[config.mk]
export PLATFORM = sky130hd
export DESIGN_NAME = branch_redirect
export DESIGN_NICKNAME = d
export VERILOG_FILES = /design/src/rtl/branch_redirect.sv
export SDC_FILE = /design/constraint.sdc
export NUM_CORES = 1
export LEC_CHECK = 0
export CAP_MARGIN = 20
export CORE_ASPECT_RATIO = 0.6
export CORE_MARGIN = 4
export CORE_UTILIZATION = 25
export DETAILED_ROUTE_END_ITERATION = 10
export SLEW_MARGIN = 20
export SYNTH_ARGS = -nofsm -noshare
export SYNTH_HDL_FRONTEND = slang
export SYNTH_SLANG_ARGS = --single-unit
[constraint.sdc]
create_clock -name clk -period 8.31 [get_ports clk]
set_input_delay 1.662 -clock clk [delete_from_list [all_inputs] [get_ports clk]]
set_output_delay 1.662 -clock clk [all_outputs]
set_load 0.05 [all_outputs]
[src/rtl/branch_redirect.sv]
// Fetch-PC owner and branch resolution: computes control-transfer targets, redirects fetch,
// drives a timed flush of the two younger stages, traps misaligned targets, counts branches.
module branch_redirect #(
  parameter logic [31:0] RESET_PC     = 32'h0000_0000,
  parameter int unsigned FLUSH_CYCLES = 2,
  parameter int unsigned CNT_W        = 32
) (
  input  logic             clk,
  input  logic             rst,
  input  logic             stall,
  input  logic             ex_valid,
  input  logic             ex_is_branch,
  input  logic             ex_is_jal,
  input  logic             ex_is_jalr,
  input  logic [31:0]      ex_pc,
  input  logic [31:0]      ex_imm,
  input  logic [31:0]      ex_rs1,
  input  logic             bc_out,
  output logic [31:0]      pc,
  output logic             redirect,
  output logic             flush_ifid,
  output logic             flush_idex,
  output logic             misalign_exc,
  output logic [CNT_W-1:0] branch_cnt,
  output logic [CNT_W-1:0] taken_cnt
);

  localparam int unsigned XLEN   = 32;
  localparam int unsigned FCNT_W = 3;

  typedef enum logic [1:0] {
    ST_RUN,
    ST_FLUSH,
    ST_TRAP
  } state_e;

  state_e            state_q, state_d;
  logic [XLEN-1:0]   pc_q, pc_d;
  logic              redirect_q, redirect_d;
  logic              flush_q, flush_d;
  logic              misalign_q, misalign_d;
  logic [FCNT_W-1:0] fcnt_q, fcnt_d;
  logic [CNT_W-1:0]  branch_cnt_q, branch_cnt_d;
  logic [CNT_W-1:0]  taken_cnt_q, taken_cnt_d;

  logic              take_c;
  logic              is_cond_c;
  logic [XLEN-1:0]   target_c;
  logic [XLEN-1:0]   pc_inc_c;

  // Target and take decode; jalr wins over jal/branch, which share the pc-relative target.
  always_comb begin
    is_cond_c = ex_valid & ex_is_branch & ~ex_is_jal & ~ex_is_jalr;
    take_c    = ex_valid & (ex_is_jalr | ex_is_jal | (ex_is_branch & bc_out));
    if (ex_is_jalr) begin
      target_c = XLEN'(ex_rs1 + ex_imm) & ~XLEN'(1);
    end else begin
      target_c = XLEN'(ex_pc + ex_imm);
    end
    pc_inc_c = XLEN'(pc_q + XLEN'(4));
  end

  // Next-state and registered-output logic.
  always_comb begin
    state_d      = state_q;
    pc_d         = pc_q;
    redirect_d   = 1'b0;
    flush_d      = flush_q;
    misalign_d   = misalign_q;
    fcnt_d       = fcnt_q;
    branch_cnt_d = branch_cnt_q;
    taken_cnt_d  = taken_cnt_q;

    unique case (state_q)
      ST_RUN: begin
        flush_d = 1'b0;
        if (take_c) begin
          flush_d = 1'b1;
          if (target_c[1:0] != 2'b00) begin
            misalign_d = 1'b1;
            state_d    = ST_TRAP;
          end else begin
            pc_d       = target_c;
            redirect_d = 1'b1;
            fcnt_d     = FCNT_W'(FLUSH_CYCLES - 1);
            state_d    = ST_FLUSH;
          end
        end else if (!stall) begin
          pc_d = pc_inc_c;
        end
        if (is_cond_c) begin
          if (branch_cnt_q != '1) branch_cnt_d = CNT_W'(branch_cnt_q + CNT_W'(1));
          if (bc_out && (taken_cnt_q != '1)) taken_cnt_d = CNT_W'(taken_cnt_q + CNT_W'(1));
        end
      end
      ST_FLUSH: begin
        if (!stall) pc_d = pc_inc_c;
        // The flush window runs on wall-clock cycles, independent of stall.
        if (fcnt_q != '0) begin
          fcnt_d  = FCNT_W'(fcnt_q - FCNT_W'(1));
          flush_d = 1'b1;
        end else begin
          flush_d = 1'b0;
          state_d = ST_RUN;
        end
      end
      ST_TRAP: begin
        flush_d    = 1'b1;
        misalign_d = 1'b1;
      end
      default: begin
        state_d = ST_RUN;
      end
    endcase
  end

  always_ff @(posedge clk or posedge rst) begin
    if (rst) begin
      state_q      <= ST_RUN;
      pc_q         <= RESET_PC;
      redirect_q   <= 1'b0;
      flush_q      <= 1'b0;
      misalign_q   <= 1'b0;
      fcnt_q       <= '0;
      branch_cnt_q <= '0;
      taken_cnt_q  <= '0;
    end else begin
      state_q      <= state_d;
      pc_q         <= pc_d;
      redirect_q   <= redirect_d;
      flush_q      <= flush_d;
      misalign_q   <= misalign_d;
      fcnt_q       <= fcnt_d;
      branch_cnt_q <= branch_cnt_d;
      taken_cnt_q  <= taken_cnt_d;
    end
  end

  assign pc           = pc_q;
  assign redirect     = redirect_q;
  assign flush_ifid   = flush_q;
  assign flush_idex   = flush_q;
  assign misalign_exc = misalign_q;
  assign branch_cnt   = branch_cnt_q;
  assign taken_cnt    = taken_cnt_q;

endmodule

==> impl_metrics.json <==
{
  "status": "finished, final reports clean",
  "power_frac_clock_pct": 17.8,
  "switching_power_mw": 1.28,
  "r2r_start": "state_q[1]",
  "antenna_cells": 0,
  "first_iter_violations": 834,
  "grtUsageMet3_pct": 4.24,
  "final_nets": 1472,
  "fp.dieH_um": 155,
  "worst_hold_path.endpoint": "taken_cnt[27]",
  "synth_edf_count": 0,
  "grt-ovfl-total": 0,
  "final_common_cell": "clkdlybuf4s50_1",
  "min_path_type": "flip-flop to flip-flop",
  "irDropWorstVdd_uv": 164,
  "synth_nets": 1285,
  "p_seq_share_pct": 28.6,
  "p_int_mw": 1.34,
  "combPwrFrac_pct": 53.6,
  "reg2reg_depth": 9,
  "clockRootBuffer": "clkbuf_16",
  "reg2reg_to": "pc[25]",
  "worstSetupPathType": "input port to flip-flop",
  "clock_path_buffers": 2,
  "ios": 204,
  "synth-main-ff-cell": "dfrtp_1",
  "rows": 53,
  "slowest_delay_ns": 0.57,
  "crit_chain": "clkdlybuf4s50_1, ha_1, inv_1, fa_1, nor2b_1, o31a_1, o311ai_0, nand2_1, o21ai_1, o21ai_0, a221oi_1, xor2_1, a221oi_1",
  "fin_tns_setup_ns": 0,
  "slew_headroom_pct": 37.1,
  "cts_made_buffers": 9,
  "place.gp.congestion": 0.937,
  "fin_crit_ns": 5.03,
  "vias": 9331,
  "wl_per_cell_um": 18.6,
  "path_max_fanout": 4,
  "cpMostUsedCell": "a221oi_1",
  "fp.dieW_um": 252,
  "grt_usage_pct": 16.6,
  "initial_core_util_pct": 25.5,
  "end_kind": "flip-flop",
  "port-buffer-count": 203,
  "worstHoldStart": "taken_cnt[27]",
  "core-area_mm2": 0.0351,
  "post_cts_buffers": 0,
  "crit_required_ns": 8.59,
  "max_freq_ghz": 0.199,
  "power.total_mw": 2.62,
  "ctsResizeCount": 0,
  "area_growth_pct": 31.9,
  "cp_slowest_cell": "o311ai_0",
  "clk_latency_ns": 0.37,
  "place_area_mm2": 0.0115,
  "cts_hold_buf": 0,
  "vias_per_cell": 5.28,
  "synthDistinctLibCells": 73,
  "firstDrtPassIters": 5,
  "tightest_slew_ns": 0.939,
  "async_flop_share_pct": 100,
  "yosysTopAreaCellShare_pct": 29.1,
  "ys_warn_count": 0,
  "maxCapViolations": 0,
  "worstHoldPathCells": 1,
  "mostFrequentLayoutCells": "clkdlybuf4s50_1, a21oi_1, nand2_1",
  "grt_pass1_vias": 8698,
  "postRouteAntennaNets": 0,
  "dieArea_mm2": 0.0390,
  "path_clk_slew_ns": 0.08,
  "cellLeakagePower_nw": 4.77,
  "ys_seq_area_share_pct": 29.1,
  "p_per_area_mw_per_mm2": 222,
  "final_cells": 1768,
  "postSynthCellCount": 1109,
  "maxSlewViolCount": 0,
  "clock-sinks": 104,
  "grt_max_degree": 71,
  "design_area_mm2": 0.0118,
  "hold_viol": 0,
  "dpl.cell_count": 1752,
  "grtUsageMet2_pct": 23.2,
  "syn_area_mm2": 0.00895,
  "htree_levels": 3,
  "wl_mm": 32.9,
  "syn_avg_cell_area_um2": 8.07,
  "startpoint_type": "input port",
  "grt_pass1_wl_mm": 51.3,
  "yosysTopAreaCell": "dfrtp_1",
  "rsz0062_at_grt": "no",
  "netlist_top_cells_area": "dfrtp_1, ha_1, xnor2_1",
  "timing.critical_path.buf_inv": 2,
  "final.setup_skew_ns": 0.00584,
  "swShare_pct": 48.9,
  "worst-r2r-setup-slack_ns": 5.48,
  "dp_hpwl_mm": 26.3,
  "route.detailed.drc": 0,
  "cts_tree": "yes",
  "drive_above_1_share_pct": 4.00,
  "met1_usage_pct": 25.7,
  "final.period_utilization_pct": 60.5,
  "setup_violations": 0,
  "busiest_layer": "met1",
  "synth-seq-cells": 104,
  "crit_arrival_ns": 5.30,
  "antenna_found_initial": 0,
  "cp_top_family": "compound AO/OA/AOI/OAI gates"
}
==> routing by layer <==
| metal | wire (um) | part of all wire (%) |
|---|---|---|
| met1 | 16300 | 49 |
| met5 | 0 | 0 |
| met2 | 13400 | 41 |
| met4 | 348 | 1.1 |
| met3 | 2920 | 8.9 |
==> flip-flops by register name (all words and copies together), names as in the netlist <==
signal,flops
misalign_exc,1
fcnt_q,3
pc,32
flush_idex,1
redirect,1
taken_cnt,32
state_q,2
branch_cnt,32
==> Yosys cell counts, types with 5 or more instances <==
master,number
a21oi_1,115
nand2_1,110
dfrtp_1,104
nor2_1,104
xnor2_1,76
ha_1,70
o21ai_0,67
nand3_1,53
nand4_1,36
inv_1,35
nor3_1,33
xor2_1,32
clkbuf_1,31
a21o_1,26
and3_1,18
a211oi_1,15
a221oi_1,10
a31oi_1,10
o211ai_1,9
o22ai_1,9
and2_1,8
and4_1,8
nand2b_1,8
o21bai_1,8
or3_1,8
o21a_1,7
nor4_1,6
o311ai_0,5
o31ai_1,5
==> how the worst max path moves through the flow <==
stage	slack (ns)	depth (start not counted)	start	to
floorplan	3.92	1	rst	branch_cnt[0]
detailed placement	3.08	13	ex_imm[0]	pc[30]
CTS	3.44	13	ex_imm[0]	pc[30]
finish	3.28	13	ex_imm[0]	pc[30]
global route	3.17	13	ex_imm[0]	pc[30]
global placement	3.03	13	ex_imm[0]	pc[30]
==> stage by stage <==
stage	util (%)	setup slack, ns	hold WS (ns)
after CTS	33.6	3.44	0.494
after global placement	32.7	3.03	0.474
after detailed placement	32.7	3.08	0.482
after global routing	33.6	3.17	0.505
after floorplan	-	3.92	0.517
final	33.6	3.28	0.491
==> kinds of logic after synthesis <==
group | count (synthesis) | synth area share, %
muxes | 5 | 0.615
and+or+nand+nor | 420 | 23.4
buffers and inverters | 70 | 2.99
xor gates and xnor gates | 108 | 10.6
AOI/OAI and AO/OA | 330 | 23.1
adders and majority gates | 72 | 10.2
DFF | 104 | 29.1
==> layout make-up <==
class / count / area, um^2
fillers: 3702 / 23300
repair buffers: 211 / 2090
flip-flops and latches: 104 / 2600
clock buffers: 10 / 239
inverters: 35 / 134
multi-input cells: 935 / 6090
well taps: 467 / 584
clock inverters: 6 / 72.6
==> power groups by stage <==
stage | sequential (mW) | combinational [mW] | clock, mW
after floorplan | 1.01 | 0.634 | 0
after global placement | 0.754 | 1.39 | 0
after detailed placement | 0.757 | 1.40 | 0
after CTS | 0.748 | 1.40 | 0.486
after global routing | 0.769 | 1.53 | 0.503
final | 0.751 | 1.41 | 0.466
(Power assumes the default switching activity.)
